--- config.mk ---
export PLATFORM = sky130hd
export DESIGN_NAME = speech_phoneme_queue_flat
export DESIGN_NICKNAME = d
export VERILOG_FILES = /design/src/rtl/speech_phoneme_queue_if.sv /design/src/rtl/speech_phoneme_queue.sv /design/src/flat_wrapper.sv
export SDC_FILE = /design/constraint.sdc
export NUM_CORES = 1
export LEC_CHECK = 0
export BUFFER_PORTS_ARGS = -buffer_cell sky130_fd_sc_hd__buf_2
export CORE_MARGIN = 5
export CORE_UTILIZATION = 55
export DETAILED_ROUTE_END_ITERATION = 10
export PLACE_DENSITY = 0.81
export SLEW_MARGIN = 0
export SYNTH_ARGS = -nofsm -noshare
export SYNTH_HDL_FRONTEND = slang
export SYNTH_SLANG_ARGS = --single-unit
--- constraint.sdc ---
create_clock -name clk -period 2.8 [get_ports clk]
set_input_delay 0.14 -clock clk [delete_from_list [all_inputs] [get_ports clk]]
set_output_delay 0.14 -clock clk [all_outputs]
set_load 0.01 [all_outputs]
--- src/rtl/speech_phoneme_queue_if.sv ---
// ---------------------------------------------------------------------------
// speech_phoneme_queue_if
// CPU voice-port bus between the processor and the phoneme queue.
//   VoiceControl_H : port select from the CPU (level, held until acknowledged)
//   data           : phoneme word, slot 0 in the least significant PHONEME_W bits
//   VoiceDtack_L   : active-low acknowledge back to the CPU
// Modports: master = CPU side, slave = phoneme queue side.
// ---------------------------------------------------------------------------
interface speech_phoneme_queue_if #(
  parameter int DATA_W = 16
);
  logic              VoiceControl_H;
  logic [DATA_W-1:0] data;
  logic              VoiceDtack_L;

  modport master (output VoiceControl_H, output data, input VoiceDtack_L);
  modport slave  (input VoiceControl_H, input data, output VoiceDtack_L);
endinterface

--- src/rtl/speech_phoneme_queue.sv ---
// ---------------------------------------------------------------------------
// speech_phoneme_queue
// Accepts phoneme words from the CPU voice port, splits each word into its
// non-zero phoneme codes and queues them in a FIFO. A speech sequencer drains
// the queue one phoneme at a time through the start/busy handshake with the
// phoneme player. The CPU is acknowledged as soon as its word is queued.
//
// Ports:
//   clk, rst_n              : clock, asynchronous active-low reset
//   cpu (slave modport)     : VoiceControl_H / data / VoiceDtack_L
//   phoneme_speech_busy     : player busy input
//   phoneme_sel             : code presented to the player (0 while idle)
//   start_phoneme_output    : start request level, held until busy is seen
//   phoneme_speech_finish   : one-cycle pulse per completed phoneme
//   fifo_count, fifo_full   : registered occupancy / full flag
//   queue_empty             : FIFO empty and sequencer idle
//   timeout_err             : sticky start-to-busy timeout flag
//
// Optional feature macro: SPEECH_TIMEOUT_EN enables the start-to-busy
// timeout (TIMEOUT_CYCLES). Without it timeout_err is constant 0.
// ---------------------------------------------------------------------------
module speech_phoneme_queue #(
  parameter int PHONEME_W         = 8,
  parameter int PHONEMES_PER_WORD = 2,
  parameter int DEPTH             = 16,
  parameter int TIMEOUT_CYCLES    = 1000000
) (
  input  logic                         clk,
  input  logic                         rst_n,
  speech_phoneme_queue_if.slave        cpu,
  input  logic                         phoneme_speech_busy,
  output logic [PHONEME_W-1:0]         phoneme_sel,
  output logic                         start_phoneme_output,
  output logic                         phoneme_speech_finish,
  output logic [$clog2(DEPTH+1)-1:0]   fifo_count,
  output logic                         fifo_full,
  output logic                         queue_empty,
  output logic                         timeout_err
);

  localparam int WORD_W = PHONEME_W * PHONEMES_PER_WORD;
  localparam int IDX_W  = (PHONEMES_PER_WORD > 1) ? $clog2(PHONEMES_PER_WORD) : 1;
  localparam int PTR_W  = (DEPTH > 1) ? $clog2(DEPTH) : 1;
  localparam int CNT_W  = $clog2(DEPTH + 1);
  localparam logic [IDX_W-1:0] LAST_IDX  = IDX_W'(PHONEMES_PER_WORD - 1);
  localparam logic [CNT_W-1:0] DEPTH_CNT = CNT_W'(DEPTH);

  typedef enum logic [1:0] {B_IDLE, B_UNPACK, B_ACK} bus_state_e;
  typedef enum logic [1:0] {S_IDLE, S_WAIT_BUSY, S_SPEAK, S_DONE} spk_state_e;

  bus_state_e           bus_q;
  spk_state_e           spk_q;
  logic [WORD_W-1:0]    word_q;
  logic [IDX_W-1:0]     idx_q;
  logic                 dtack_l_q;
  logic [PHONEME_W-1:0] mem_q [DEPTH];
  logic [PTR_W-1:0]     wr_ptr_q;
  logic [PTR_W-1:0]     rd_ptr_q;
  logic [CNT_W-1:0]     count_q;
  logic [PHONEME_W-1:0] sel_q;
  logic                 start_q;
  logic                 finish_q;
  logic                 terr_q;

  logic [PHONEME_W-1:0] cur_slot;
  logic                 slot_zero;
  logic                 push;
  logic                 pop;
  logic                 advance;

  // The word is shifted down as slots are consumed, so the slot under
  // consideration is always the low PHONEME_W bits.
  assign cur_slot  = word_q[PHONEME_W-1:0];
  assign slot_zero = (cur_slot == '0);
  assign pop       = (spk_q == S_IDLE) && (count_q != '0);
  // A full FIFO still accepts a push when the sequencer pops on the same edge.
  assign push      = (bus_q == B_UNPACK) && !slot_zero && (!fifo_full || pop);
  assign advance   = (bus_q == B_UNPACK) && (slot_zero || push);

  // -------------------------------------------------------------------------
  // Bus FSM: latch word, unpack one slot per cycle, hold acknowledge.
  // -------------------------------------------------------------------------
  always_ff @(posedge clk or negedge rst_n) begin
    if (!rst_n) begin
      bus_q     <= B_IDLE;
      idx_q     <= '0;
      dtack_l_q <= 1'b1;
    end else begin
      case (bus_q)
        B_IDLE: begin
          if (cpu.VoiceControl_H) begin
            idx_q <= '0;
            bus_q <= B_UNPACK;
          end
        end
        B_UNPACK: begin
          if (advance) begin
            if (idx_q == LAST_IDX) begin
              bus_q     <= B_ACK;
              dtack_l_q <= 1'b0;
            end else begin
              idx_q <= idx_q + 1'b1;
            end
          end
        end
        B_ACK: begin
          if (!cpu.VoiceControl_H) begin
            bus_q     <= B_IDLE;
            dtack_l_q <= 1'b1;
          end
        end
        default: bus_q <= B_IDLE;
      endcase
    end
  end

  // Word shift register carries data only, so it needs no reset.
  always_ff @(posedge clk) begin
    if (bus_q == B_IDLE && cpu.VoiceControl_H) begin
      word_q <= cpu.data;
    end else if (advance) begin
      word_q <= word_q >> PHONEME_W;
    end
  end

  // -------------------------------------------------------------------------
  // FIFO pointers and occupancy.
  // -------------------------------------------------------------------------
  always_ff @(posedge clk or negedge rst_n) begin
    if (!rst_n) begin
      wr_ptr_q <= '0;
      rd_ptr_q <= '0;
      count_q  <= '0;
    end else begin
      if (push) wr_ptr_q <= wr_ptr_q + 1'b1;
      if (pop)  rd_ptr_q <= rd_ptr_q + 1'b1;
      case ({push, pop})
        2'b10:   count_q <= count_q + 1'b1;
        2'b01:   count_q <= count_q - 1'b1;
        default: count_q <= count_q;
      endcase
    end
  end

  always_ff @(posedge clk) begin
    if (push) mem_q[wr_ptr_q] <= cur_slot;
  end

`ifdef SPEECH_TIMEOUT_EN
  localparam int TO_W = $clog2(TIMEOUT_CYCLES + 1);
  localparam logic [TO_W-1:0] TO_LAST = TO_W'(TIMEOUT_CYCLES - 1);
  logic [TO_W-1:0] to_cnt_q;
`endif

  // -------------------------------------------------------------------------
  // Speech sequencer: pop, request start, wait busy high then low, finish.
  // -------------------------------------------------------------------------
  always_ff @(posedge clk or negedge rst_n) begin
    if (!rst_n) begin
      spk_q    <= S_IDLE;
      sel_q    <= '0;
      start_q  <= 1'b0;
      finish_q <= 1'b0;
      terr_q   <= 1'b0;
`ifdef SPEECH_TIMEOUT_EN
      to_cnt_q <= '0;
`endif
    end else begin
      finish_q <= 1'b0;
      case (spk_q)
        S_IDLE: begin
          if (pop) begin
            sel_q   <= mem_q[rd_ptr_q];
            start_q <= 1'b1;
            spk_q   <= S_WAIT_BUSY;
`ifdef SPEECH_TIMEOUT_EN
            to_cnt_q <= '0;
`endif
          end
        end
        S_WAIT_BUSY: begin
          if (phoneme_speech_busy) begin
            start_q <= 1'b0;
            spk_q   <= S_SPEAK;
          end
`ifdef SPEECH_TIMEOUT_EN
          // Player never answered: abandon this phoneme without a finish.
          else if (to_cnt_q == TO_LAST) begin
            start_q <= 1'b0;
            sel_q   <= '0;
            terr_q  <= 1'b1;
            spk_q   <= S_IDLE;
          end else begin
            to_cnt_q <= to_cnt_q + 1'b1;
          end
`endif
        end
        S_SPEAK: begin
          if (!phoneme_speech_busy) begin
            finish_q <= 1'b1;
            spk_q    <= S_DONE;
          end
        end
        S_DONE: begin
          sel_q <= '0;
          spk_q <= S_IDLE;
        end
        default: spk_q <= S_IDLE;
      endcase
    end
  end

`ifndef SPEECH_TIMEOUT_EN
  logic unused_timeout_cfg;
  assign unused_timeout_cfg = (TIMEOUT_CYCLES == 0);
`endif

  assign cpu.VoiceDtack_L          = dtack_l_q;
  assign phoneme_sel               = sel_q;
  assign start_phoneme_output      = start_q;
  assign phoneme_speech_finish     = finish_q;
  assign fifo_count                = count_q;
  assign fifo_full                 = (count_q == DEPTH_CNT);
  assign queue_empty               = (count_q == '0) && (spk_q == S_IDLE);
  assign timeout_err               = terr_q;

endmodule

--- src/flat_wrapper.sv ---
// flat-port wrapper written by rule: the top's interface ports become plain ports
module speech_phoneme_queue_flat 
#(
  parameter int PHONEME_W         = 8,
  parameter int PHONEMES_PER_WORD = 2,
  parameter int DEPTH             = 16,
  parameter int TIMEOUT_CYCLES    = 1000000
)
  (clk, rst_n, phoneme_speech_busy, phoneme_sel, start_phoneme_output, phoneme_speech_finish, fifo_count, fifo_full, queue_empty, timeout_err, cpu_VoiceControl_H, cpu_data, cpu_VoiceDtack_L);
  speech_phoneme_queue_if cpu_i ();
  input  logic clk;
  input  logic rst_n;
  input  logic phoneme_speech_busy;
  output logic [PHONEME_W-1:0] phoneme_sel;
  output logic start_phoneme_output;
  output logic phoneme_speech_finish;
  output logic [$clog2(DEPTH+1)-1:0] fifo_count;
  output logic fifo_full;
  output logic queue_empty;
  output logic timeout_err;
  input wire logic [$bits(cpu_i.VoiceControl_H)-1:0] cpu_VoiceControl_H;
  input wire logic [$bits(cpu_i.data)-1:0] cpu_data;
  output wire logic [$bits(cpu_i.VoiceDtack_L)-1:0] cpu_VoiceDtack_L;
  assign cpu_i.VoiceControl_H = cpu_VoiceControl_H;
  assign cpu_i.data = cpu_data;
  assign cpu_VoiceDtack_L = cpu_i.VoiceDtack_L;
  speech_phoneme_queue #(.PHONEME_W(PHONEME_W), .PHONEMES_PER_WORD(PHONEMES_PER_WORD), .DEPTH(DEPTH), .TIMEOUT_CYCLES(TIMEOUT_CYCLES)) u_core (.clk(clk), .rst_n(rst_n), .cpu(cpu_i), .phoneme_speech_busy(phoneme_speech_busy), .phoneme_sel(phoneme_sel), .start_phoneme_output(start_phoneme_output), .phoneme_speech_finish(phoneme_speech_finish), .fifo_count(fifo_count), .fifo_full(fifo_full), .queue_empty(queue_empty), .timeout_err(timeout_err));
endmodule
==> impl_results.md <==
* Status: complete, no violations
* Routability cong. at 0.838
* Vias in the first global route at 3914
* Synth top area share at between 60 and 70%
* DP Cell Count at 624
* H-tree Lvls at 4
* First-pass GRT wire length at 21.8 mm
* Post-place setup slack at 0.0482 ns
* ANT cells at 0
* Vert. Die Dim at approximately 120 microns
* Area delta synth->final at 17.3%
* Largest net degree at the start of global routing at 35
* Design area at 8420 sq um
* Clock Pin Slew Worst Setup and Hold Paths at 0.06 ns
* Max-slew violations at 0
* Top cells by area, synth: edfxtp_1 60%, mux4_2 10%, dfrtp_1 9.8%
* Max stage delay on crit path at 0.43 ns
* Post-CTS setup buffers at 0
* Setup violators final at 0
* HPWL Detailed at 8.77 mm
* DRC errors left at 0
* Skew final at between 0.009 and 0.01 ns
* Maximum VDD drop at 0.000556 V
* Core Region at roughly 13000 sq um
* Yosys cell types at 48
* Synthesized flop and latch total at 173
* Worst-margin pin slew at a little over 0.7 ns
* Vias at 3867
* Final worst setup slack at 0.155 ns
* Power per cell area at 1140 nW/um^2
* CTS Buf Count at 17
* Die Wd at 124 microns
* Post-synth top flop: edfxtp_1
* Initial DRC Count at around 360
* # clock sinks at around 170
* Vias per cell at approximately 5.8
* Crit path required time at 3.11 ns
* Crit-path max FO at 5
* YS warnings at 1
* Die area at 15400 sq um
* Starting Density at between 50% and 60%
* Clock root buffer master: clkbuf_16
* P_leak at 3.06 nW
* EDFF count, synth at 144
* CTS tree: yes
* Synth area leader: edfxtp_1
* DRT Pass-1 Iters at 4
* Drt total wl at 13.8 mm
* Startpoint types: register
* GR Util All Layers at 18.7%
* Mapped Cells at approximately 410
* WS Path Type: register to register
* Syn_area_per_cell at between 15 and 20 sq um
* Post-synthesis sequential area ratio at 70.4%
* FFs w/ async S/R, synth at between 10% and 20%
* Placed cell areas at 7680 sq um
* Total grt overflow at 0
* Crit path top cell by count: a21oi_1
* Tmin final at 2.64 ns
* Crit. End Element: register
* Total negative slack at 0 ns
* Wire per inst at 20.7 microns
* Final net count at about 520
* Initial antenna violation count at 0
* Slowest cell on the critical path: edfxtp_1
* Highest clock rate at 378 MHz
* Row count at 41
* Hold Fails Final Rpt at 0
* Worst rel slew slack at 52.1%
* Final ANT Viol Nets at 0
* Port Buffers at 37
* Fin cells at 667
* Crit share post-route at 94.5%
* Core Util, Final at 66.2%
* Max Root-Sink Buffers at 2
* Worst Hold Class: input pin to register
* Syn nets at 441
* Layout cells sized above 1 at 28.7%
* Crit path DAT at ~3.0 ns
* Clk Latency, worst-skew pair at 0.42 ns
* CP cell instances: nor4_4, a21oi_1, nor2_2, inv_1, fa_1, nand2b_1, a21oi_2, or3_1, a21oi_1, a311o_1
* Synth Cell Area at 7180 sq um
* Num ports at 39
* Max_cap viols at 0
## registers in the layout, summed over array words and instances (netlist names)
signal                        flops
u_core.mem_q                    128
u_core.word_q                    16
u_core.phoneme_sel                8
u_core.fifo_count                 5
u_core.rd_ptr_q                   4
u_core.wr_ptr_q                   4
u_core.bus_q                      2
u_core.spk_q                      2
u_core.cpu.VoiceDtack_L           1
u_core.idx_q                      1
u_core.phoneme_speech_finish      1
u_core.start_phoneme_output       1
## routing by layer
metal | track usage [%] | vias to the layer above | wire length, microns
li1 | - | 1733 | -
met3 | 4.80 | 17 | 872
met2 | 30.2 | 151 | 7050
met4 | 6.38 | 0 | 175
met1 | 24.9 | 1966 | 5700
met5 | 0 | - | 0
## cell usage after synthesis, types with 2 or more instances
master and instances:
nand2b_1 2, edfxtp_1 144, nor2_1 17, buf_2 9, xnor2_1 8, clkbuf_1 4
a32o_1 2, a21o_1 2, ha_1 12, nor2b_1 4, dfrtp_1 28, a311o_1 2
and3_1 2, o221ai_1 8, nand4_1 2, mux4_2 32, nor4_1 7, o21ai_0 7
buf_4 4, or3_1 3, a21oi_1 7, and2_1 16, nor3b_2 2, inv_1 16
mux2_2 9, mux2i_1 16, nand2_1 22
## stage by stage
step	total power [W]	hold WS, ns
detailed placement	0.00717	0.228
CTS	0.00958	0.00796
floorplan	0.00615	-0.156
global placement	0.00699	0.216
finish	0.00957	0.0249
global route	0.0101	0.0178
## cells by family (layout without fill, tap and decap cells)
logic type      Yosys count  count (layout)  synth area share [%]
fa+ha+maj                13              13                  2.37
flops                   173             173                  70.4
other cells               1               1                0.0523
simple gates             84              84                  6.45
compound gates           37              37                  3.80
mux                      57              57                  13.7
xor+xnor                  9               9                  1.10
buf+inv                  34             121                  2.14
## timing repair
action / CTS / global route
resized for setup: 1 / 4
endpoints found under the hold margin: 38 / 0
pin swaps: 0 / 1
endpoints found under the setup margin: 1 / 2
hold buffers: 11 / 0
## final timing paths
| path | start | end | slack, ns | cells past startpoint |
|---|---|---|---|---|
| hold / removal | cpu_data[1] | u_core.word_q[1]$_DFFE_PP_ | 0.02 | 2 |
| hold reg to reg | u_core.phoneme_sel[2]$_DFFE_PN0P_ | u_core.phoneme_sel[2]$_DFFE_PN0P_ | 0.49 | 2 |
| min in group asynchronous | rst_n | u_core.spk_q[0]$_DFFE_PN0P_ | 0.30 | 2 |
| setup / recovery | u_core.word_q[5]$_DFFE_PP_ | u_core.fifo_count[4]$_DFFE_PN0P_ | 0.16 | 10 |
| setup reg to reg | u_core.word_q[5]$_DFFE_PP_ | u_core.fifo_count[4]$_DFFE_PN0P_ | 0.16 | 10 |
| max in group asynchronous | rst_n | u_core.wr_ptr_q[2]$_DFFE_PN0P_ | 2.05 | 2 |
## cell type report
cell class              count  area (sq um)
well taps                 172           215
multi-input cells         201          2010
clock inverters            14           175
repair buffers             73           483
inverters                  16          60.1
flip-flops and latches    173          5050
clock buffers              18           429
fillers                   859          4300
## worst max-delay path: cells and delay by family (launching register included)
kind,cells,cell delay (ns)
DFF,1,0.43
AOI/OAI and AO/OA,4,0.70
buffers and inverters,1,0.08
adders and majority gates,1,0.42
and+or+nand+nor,4,0.88
## cell usage in the layout (no fill, tap or decap), types with 4 or more instances in the layout
master and count:
bufinv_16 4, a21oi_1 6, mux4_2 32, mux2_2 9, mux2i_1 16, clkbuf_16 17, clkinv_1 4, ha_1 12
xnor2_1 7, edfxtp_1 144, clkinvlp_4 4, nor4_1 5, o21ai_0 6, buf_4 25, and2_1 16, dfrtp_1 28
buf_2 37, o221ai_1 8, nor2_1 16, nand2_1 22, inv_1 16, nor2b_1 4, dlygate4sd3_1 11
## power by group
group          switching, W  internal, W
Sequential         0.000293      0.00362
Combinational       0.00188      0.00140
Clock              0.000907      0.00147
Total               0.00308      0.00649
No activity file was read; power rests on OpenSTA's default activity.
